**src/rtl/input_port_buffer.sv**
```systemverilog
// Router input FIFO with show-ahead head flit and XY route label; flit visible one cycle after push.
// Backpressure: full holds upstream off; pop only when the switch allocator grants and buffer is non-empty.
module input_port_buffer #(
  parameter int         DEPTH    = 8,
  parameter int         WIDTH    = 3,
  parameter int         DATASIZE = 40,
  parameter logic [1:0] LOCAL_X  = 2'd0,
  parameter logic [1:0] LOCAL_Y  = 2'd0
) (
  input  logic                clk,
  input  logic                rst_n,
  input  logic [DATASIZE-1:0] data_in,
  input  logic                data_valid,
  output logic                full,
  input  logic                ready,
  output logic [3:0]          label,
  output logic [DATASIZE-1:0] data_out,
  output logic [WIDTH:0]      count
);

  typedef struct packed {
    logic [1:0] x;
    logic [1:0] y;
  } node_t;

  localparam logic [WIDTH:0]   DEPTH_C  = (WIDTH+1)'(DEPTH);
  localparam logic [WIDTH-1:0] LAST_PTR = WIDTH'(DEPTH - 1);

  localparam logic [3:0] LBL_W     = 4'b1000;
  localparam logic [3:0] LBL_N     = 4'b0100;
  localparam logic [3:0] LBL_E     = 4'b0010;
  localparam logic [3:0] LBL_S     = 4'b0001;
  localparam logic [3:0] LBL_LOCAL = 4'b0000;
  localparam logic [3:0] LBL_NONE  = 4'b1111;

  logic [DATASIZE-1:0] mem [DEPTH];
  logic [WIDTH-1:0]    wr_ptr;
  logic [WIDTH-1:0]    rd_ptr;
  logic                empty;
  logic                push;
  logic                pop;
  node_t               head_dst;

  assign full  = (count == DEPTH_C);
  assign empty = (count == '0);
  assign push  = data_valid && !full;
  assign pop   = ready && !empty;

  always_ff @(posedge clk or negedge rst_n) begin
    if (!rst_n) begin
      wr_ptr <= '0;
      rd_ptr <= '0;
      count  <= '0;
    end else begin
      if (push) wr_ptr <= (wr_ptr == LAST_PTR) ? '0 : wr_ptr + 1'b1;
      if (pop)  rd_ptr <= (rd_ptr == LAST_PTR) ? '0 : rd_ptr + 1'b1;
      case ({push, pop})
        2'b10:   count <= count + 1'b1;
        2'b01:   count <= count - 1'b1;
        default: count <= count;
      endcase
    end
  end

  // Storage is left uncleared on reset; empty masks stale entries.
  always_ff @(posedge clk) begin
    if (push) mem[wr_ptr] <= data_in;
  end

  assign data_out = empty ? '0 : mem[rd_ptr];
  assign head_dst = data_out[DATASIZE-5 -: 4];

  // Dimension-order routing: resolve X before Y.
  always_comb begin
    label = LBL_LOCAL;
    if (empty)                     label = LBL_NONE;
    else if (head_dst.x > LOCAL_X) label = LBL_E;
    else if (head_dst.x < LOCAL_X) label = LBL_W;
    else if (head_dst.y > LOCAL_Y) label = LBL_N;
    else if (head_dst.y < LOCAL_Y) label = LBL_S;
  end

endmodule
```
**config.mk**
```make
export PLATFORM = sky130hd
export DESIGN_NAME = input_port_buffer
export DESIGN_NICKNAME = d
export VERILOG_FILES = /design/src/rtl/input_port_buffer.sv
export SDC_FILE = /design/constraint.sdc
export NUM_CORES = 1
export LEC_CHECK = 0
export ABC_AREA = 1
export CORE_MARGIN = 1.5
export CORE_UTILIZATION = 53
export DETAILED_ROUTE_END_ITERATION = 8
export PLACE_DENSITY = 0.87
export RECOVER_POWER = 100
export SYNTH_ARGS = -nofsm -noshare
export SYNTH_HDL_FRONTEND = slang
export SYNTH_SLANG_ARGS = --single-unit
```
**constraint.sdc**
```tcl
create_clock -name clk -period 3.25 [get_ports clk]
set_input_delay 0.975 -clock clk [delete_from_list [all_inputs] [get_ports clk]]
set_output_delay 0.975 -clock clk [all_outputs]
set_load 0.01 [all_outputs]
```
== Word-level counts from Yosys, hierarchy flattened ==
Memory sizes are Yosys's and may differ from the RTL's.
Cells that the tools add are included.
Widths: inputs -> output; s select.

* $add $sub $neg: 4
* Multiply operators: 0
* Divide/modulo/power cells: 0
* $lt $le $gt $ge: 4
* Eq/ne operators: 5
* Shift-type cells: 0
* Multiplexer cells: 11
* Bitwise operators: 0
* Reduce and logical (&&, ||, !) cells: 6

{| class="wikitable"
|+ Operators with widths
! kind !! count
|-
| $mux 40 || 1
|-
| $mux 4 || 3
|-
| $mux 3 || 3
|-
| $pmux 4 s2 || 1
|-
| $add 3x1->3 const B || 2
|-
| $eq 3x3->1 const B || 2
|-
| $add 4x1->4 const B || 1
|-
| $eq 4x4->1 const B || 1
|-
| $gt 2x1->1 const B || 2
|-
| $logic_not 4->1 || 1
|-
| $lt 2x1->1 const B || 2
|-
| $sub 4x1->4 const B || 1
|-
| $mux 1 || 3
|-
| $eq 2x1->1 const B || 1
|-
| $eq 2x2->1 const B || 1
|-
| $logic_and 1x1->1 || 2
|-
| $logic_not 1->1 || 2
|-
| $reduce_bool 2->1 || 1
|}

* Bits in registers: 10
* Bits in latches: 0
* Memory bits (writable): 320
* Memory bits (read-only): 0
* Input bits: 44
* Output and inout port bits: 49
* Logic and storage cells: 34
* Memories kept: 1

{| class="wikitable"
|+ Memory list
! memory !! depth !! bits a word !! rd ports !! clocked after Yosys merged registers in !! write ports !! RTL line !! text
|-
| mem || 8 || 40 || 1 || 0 || 1 || 36 || <nowiki>logic [DATASIZE-1:0] mem [DEPTH];</nowiki>
|}

== Depth between registers and ports, before layout ==
* Word-level depth: 8
* Gate-level depth with buffers: 12
* Depth with buffers taken out: 12

== Worst setup path after synthesis ==
Ideal clock, no wire load.

* Path type: input to register
* From: input port data_valid
* To: memory mem[1][0], enable pin
* Setup time: 0.437 ns
* Arrival: 3.096 ns
* Data required time: 2.813 ns
* Path slack: -0.283 ns
* Cell stages on the path: 6
* Path buffers: 0
* Cell sequence: inv_1 > nor2_4 > inv_2 > nor2_1 > inv_1 > nor2_1

* Longest elaborated chain between the ends: 3

{| class="wikitable"
|+ Ends and longest elaborated chain
! what !! RTL line !! text
|-
| start, declared || 13 || <nowiki>input logic data_valid,</nowiki>
|-
| $logic_and 1x1->1 || 46 || <nowiki>assign push = data_valid && !full;</nowiki>
|-
| $mux 1 || 67 || <nowiki>if (push) mem[wr_ptr] <= data_in;</nowiki>
|-
| $mux 1 (implied by the code) || 67 ||
|-
| end, declared || 36 ||
|}

No other way between the ends.

== Worst setup path in the final report ==
* From: register rd_ptr[0]
* To: output port data_out[38]

* Longest elaborated chain between the ends: 2

{| class="wikitable"
|+ Ends and longest elaborated chain
! what !! RTL line !! text
|-
| start, declared || 38 || <nowiki>logic [WIDTH-1:0] rd_ptr;</nowiki>
|-
| start signal, assigned || 56 || <nowiki>if (pop) rd_ptr <= (rd_ptr == LAST_PTR) ? '0 : rd_ptr + 1'b1;</nowiki>
|-
| $mem_v2 8x40 || n/a ||
|-
| $mux 40 || 70 || <nowiki>assign data_out = empty ? '0 : mem[rd_ptr];</nowiki>
|-
| end, declared || 17 || <nowiki>output logic [DATASIZE-1:0] data_out,</nowiki>
|}

No other way between the ends.

==> results.toml <==
[timing]
fin_crit_ps = 3300
final_hold_viol_count = 0
whs_ps = 502
fmaxAchievable_mhz = 303
finalWorstSetupSlack_ps = -45.6
worst_pin_slew_ps = 994
rsz0062_at_grt = "yes"
setup_viol = 1
slew_viol_final = 0
slew_headroom_pct = 33.7
fin_worst_skew_ps = 13.6
period_share_pct = 101

[outcome]
violations = "negative setup slack"
status = "finished, violations left"

[detailed_routing]
wirelength_um = 34700
drt-vias-per-instance = 6.11
drt-initial-drc-count = 1058
vias = 9167
drc = 0
ant_nets = 0
routedWlPerCell_um = 23.1
first_pass_iters = 7

[floorplanning]
start_util_pct = 54.3
design.core.area_sq_um = 24500
io_pins = 93
die_area_sq_um = 26000
die_y_um = 161
fp-row-count = 57
die_x_um = 161

[cells_and_area]
synthToLayoutAreaGrowth_pct = 19.7
drive_above_1_share_pct = 14.8
final_util_pct = 65.1
n_fill_cell = 1608
seq_area_sq_um = 9870
multi_input_area_sq_um = 2940
final_nets = 1202

[synth]
synth_top_area_cell = "edfxtp_1"
postSynthAreaPerCell_sq_um = 13.0
synthMostInstantiatedCell = "edfxtp_1"
async_reset_ff_share_pct = 3.03
synth_seq_cells = 330
synth_cell_types = 29
synth_nets = 1076
synth-simple-area-share_pct = 9.68
synth_xor_area_share_pct = 0.264
synth_compound_area_share_pct = 10.7
synthMuxAreaShare_pct = 0
ys.flop_type = "edfxtp_1"
synth_area_sq_um = 13300
yosys_warnings = 0
synth_area_leaders = "edfxtp_1 (72%), nor2_1 (6.4%), o21ai_0 (5.6%)"
synth-seq-area-share_pct = 74.2
synth_top_family_by_area = "compound AO/OA/AOI/OAI gates"
synth-adder-area-share_pct = 0.659
synth_common_cells = "edfxtp_1 (320), nor2_1 (228), o21ai_0 (150), o22ai_1 (72), nand2_1 (52)"
synth_top_area_share_pct = 72.3
synth-edff-count = 320
synthCells = 1025

[power]
powerDensity_nw_per_um2 = 981
leakagePower_uw = 0.00561
vdd_drop_max_mv = 0.654

[clock_tree]
cts_tree = "yes"
postCtsHoldBufs = 0
cts_buffers = 31
cts.reportedPaths.clkPinSlew_ps = 60
cts_max_level = 1
insertion_delay_ps = 570
cts_root_buf = "clkbuf_16"
cts.sinks = 330
cts.path.max_buffers = 3

[setup_path]
critPathRequiredTime_ps = 2270
criticalPathCategory = "reg -> out"
crit_top_cell = "nor2_1"
crit_arrival_ps = 2320
crit_buf_inv = 4
cp_top_family = "buffers and inverters"
path_cells = "buf_12 > clkinv_16 > buf_8 > nor2_1 > o22ai_1 > o21ai_1 > nor2_1 > dlygate4sd2_1"
r2r_setup_slack_ps = 310
critical-path-slowest-cell = "dfrtp_4"
cp_max_fo = 17
startpoint_type = "register"
endpoint_kind = "primary output"
max_stage_delay_ps = 510

[placement]
port_buffers = 92
gp_congestion = 0.760
dp.final_hpwl_um = 17000

[global_route]
grt_max_degree = 41
grt_first_pass_wirelength_um = 51800
grt_antenna_before_repair = 4
overflow = 0
grt_util_all_layers_pct = 26.4
grt_pass1_vias = 9407

[min_path]
min_path_type = "reg -> reg"

[run]
maxCapViolations = 0
[power by group]
group | leakage, uW | internal, uW | switching [uW]
combinational | 0.00212 | 2420 | 4160
clock | 0.000464 | 1980 | 1500
sequential | 0.00302 | 5350 | 200
total | 0.00561 | 9750 | 5860
[layer usage]
metal / wire (um) / part of all wire, % / GRT usage, % / up-vias
met5: 13 / 0.038 / 0 / -
met4: 1380 / 4.0 / 14.6 / 2
met3: 3110 / 9.0 / 4.11 / 120
met2: 17800 / 51 / 45.3 / 614
met1: 12300 / 36 / 32.1 / 4456
li1: - / - / - / 3975
[worst register-to-register path, cell delays in order, from the launching register on]
cell	delay (ps)
dfrtp_1	410
inv_1	290
nor2_2	90
nor2_1	380
inv_1	190
nor2_1	170
inv_1	150
nor2_1	160
clkbuf_2	730
[through the flow]
step	power (uW)	std cells	setup TNS [ps]	cell area [sq um]	setup slack, ps
final	15600	1500	-45.6	15900	-45.6
after global routing	16300	1498	-578	15900	-91.5
after CTS	15600	1489	-282	16100	-94.0
after detailed placement	11700	1410	0	14700	96.0
after global placement	11400	1410	0	14700	187
after floorplan	9140	1025	-45240	13300	-283
[placed cells by master (no fill, tap or decap), drive strengths merged, types with 12 or more instances in the layout]
cell type | Yosys | routed
inv | 34 | 34
nand2 | 56 | 57
nand3 | 20 | 20
buf | 42 | 62
nor2 | 240 | 240
o22ai | 73 | 73
clkbuf | 24 | 70
clkinv | 0 | 12
dlygate4sd3 | 0 | 47
o21ai | 191 | 191
edfxtp | 320 | 320
[cell families after synthesis]
group | Yosys count
AO/OA/AOI/OAI | 266
AND/OR/NAND/NOR | 318
buffers and inverters | 100
flip-flops | 330
adder cells (fa/ha/maj) | 7
XOR/XNOR | 4
[state kept, by name, summed over array words and instances (netlist names)]
name	flops
count	4
mem	320
wr_ptr	3
rd_ptr	3
[cell type report]
| class | count | area share [%] |
|---|---|---|
| Timing Repair inverter | 2 | 0.204 |
| Antenna cell | 4 | 0.0629 |
| Multi-Input combinational cell | 596 | 18.4 |
| Inverter | 34 | 1.04 |
| Clock buffer | 40 | 5.09 |
| Tap cell | 324 | 2.55 |
| Sequential cell | 330 | 62.0 |
| Timing Repair Buffer | 156 | 9.76 |
| Clock inverter | 14 | 0.865 |
[worst paths after layout]
kind | start | end | depth (start not counted)
setup reg to reg | count[3] | mem[3][20] | 8
hold / removal | count[3] | count[3] | 1
min in group asynchronous | rst_n | wr_ptr[1] | 1
setup / recovery | rd_ptr[0] | data_out[38] | 8
hold reg to reg | count[3] | count[3] | 1
max in group asynchronous | rst_n | rd_ptr[0] | 1
[what timing repair did]
| item | in CTS | in global routing |
|---|---|---|
| endpoints found under the setup margin | 42 | 39 |
| pin swaps | 12 | 22 |
| resized for setup | 153 | 62 |
| setup buffers | 14 | 7 |
| cloned | 11 | 0 |
Power figures use the tool's default switching activity.
==> RTL change: new RTL, same flow settings <==
Make the reset (`rst_n`) synchronous in one clocked block.
--- a/src/rtl/input_port_buffer.sv
+++ b/src/rtl/input_port_buffer.sv
@@ -46,7 +46,7 @@
   assign push  = data_valid && !full;
   assign pop   = ready && !empty;
 
-  always_ff @(posedge clk or negedge rst_n) begin
+  always_ff @(posedge clk) begin
     if (!rst_n) begin
       wr_ptr <= '0;
       rd_ptr <= '0;
Function: differs if rst_n is asserted again (counterexample within 4 cycles, from zero or initial values and one cycle with rst_n low); with rst_n held inactive, the same outputs for 4 cycles.
==> RTL change against the unedited design <==
- via count is 2.8% lower
- total power down 13%
- setup slack better by 65 ps
- non-clock buffer count fell by 21
- hold slack gained 12 ps
- sequential power fell by 7.2%
- sequential cell count rose by 3
- design area up 0.79%
- routed wire length is 5.9% lower
- register-to-register slack better by 570 ps
- area after synthesis is 0.70% lower
- maximum frequency increased by 2.0%
- count of clock-buffer cells in the layout grew 9
- critical path type unchanged
- largest cell class unchanged
==> RTL change: results (changes against the unedited design) <==
status completed (was complete, but fails checks); clock buf count 49 (was 40); gr usage total 25.4% (was 26.4%); number of DRC markers in iteration 0 1067 (was 1058); crit-path max cell delay 420 ps (was 510 ps); static leakage 5.70 nW (was 5.61 nW); PwrDens 848 nW/um^2 (was 981 nW/um^2); Synth cell types 24 (was 29); area occupied by multi-input gates 2900 sq um (was 2940 sq um); fin cells 1490 (was 1500); drt first pass iters 5 (was 7); clock network area share 6.72% (was 5.95%); vias in the first global route 8987 (was 9407); FF+latch area 9880 sq um (was 9870 sq um); DRT Wirelength 32600 microns (was 34700 microns); final worst-path setup slack 19.5 ps (was -45.6 ps); synthesized cell area 13200 sq um (was 13300 sq um); clock tree buffer depth 3 (unchanged); HP Class reg -> reg (unchanged); maximum number of pins on one net before global-route repair 55 (was 41); TritonCTS buffer count 34 (was 31); Layout fillers 1681 (was 1608); max layer used met4 (was met5); share of layout cells above drive strength 1 10.3% (was 14.8%); antenna cell count 3 (was 4); RD Place Congestion 0.745 (was 0.760); htree depth 2 (was 1); PortBufs 92 (unchanged); dpl ws 247 ps (was 96.0 ps); placed instance area 14700 sq um (about the same); cell count after synthesis 1034 (was 1025); worst vdd ir 0.734 mV (was 0.654 mV); metal3 WL 2680 microns (was 3110 microns); met3 GRT Util 4.16% (was 4.11%); Synth Area in Adders 0.663% (was 0.659%); CP max FO 21 (was 17); Commonest cells post-synth edfxtp_1 (320), nor2_1 (241), o21ai_0 (157) (was edfxtp_1 (320), nor2_1 (228), o21ai_0 (150)); Worst-Skew Late Latency 510 ps (was 570 ps); total number of vias 8908 (was 9167); Multi-In Gates 600 (was 596); Worst-Margin Slew 624 ps (was 994 ps); HPWL after DPL 16900 microns (was 17000 microns); Synth area leaders edfxtp_1 (73%), nor2_1 (6.9%), o21ai_0 (6.0%) (was edfxtp_1 (72%), nor2_1 (6.4%), o21ai_0 (5.6%)); GR Layer Usage met2 44.7% (was 45.3%); compound-gate portion of the synthesized area 11.1% (was 10.7%); post-synthesis sequential area ratio 74.8% (was 74.2%); XOR/XNOR Fraction of Synth Area 0.265% (was 0.264%); Worst EP arrival 2260 ps (was 2320 ps); R2R setup slack 880 ps (was 310 ps); first-pass GRT wire length 49700 microns (was 51800 microns); number of non-clock buffers in the layout 135 (was 156); Seq cells post-synth 333 (was 330); Hold Slack 514 ps (was 502 ps); Mapped Nets 1085 (was 1076); placed cell count 1413 (was 1410); Met1 Wirelength 12000 microns (was 12300 microns); Post-synth ARST share 0% (was 3.03%); crit path max-delay cell type dfxtp_4 (was dfrtp_4); Setup violations, final 0 (was 1); met1 Use GR 31.2% (was 32.1%)
[RTL change: changes by cell type after synthesis, sizes merged, moves of 4 or more]
cell	before	now
a21oi	2	6
buf	42	35
clkbuf	24	31
dfrtp	10	0
dfxtp	0	13
nand2	56	52
[RTL change: timing repair]
action	in CTS	in global routing
gates resized for setup	61	22
pin swaps	5	6
buffers inserted	5	3
gates cloned	7	0
endpoints found under the setup margin	42	16
[RTL change: power by group]
group	internal [mW]	leakage [nW]	switching (mW)
clock	2.24	0.518	1.56
sequential	5.03	3.01	0.121
combinational	1.81	2.17	2.85
[RTL change: worst min-delay path: stages (launching register included)]
cell and delay [ps]:
dfxtp_1 350, inv_1 60, a21oi_1 50
[RTL change: path summary, 6_finish.rpt]
check | cells after the start | from | end
max | 7 | flip-flop | data_out[6]
min | 2 | count[1] | count[1]
max reg2reg | 14 | count[0] | count[2]
min reg2reg | 2 | count[1] | count[1]
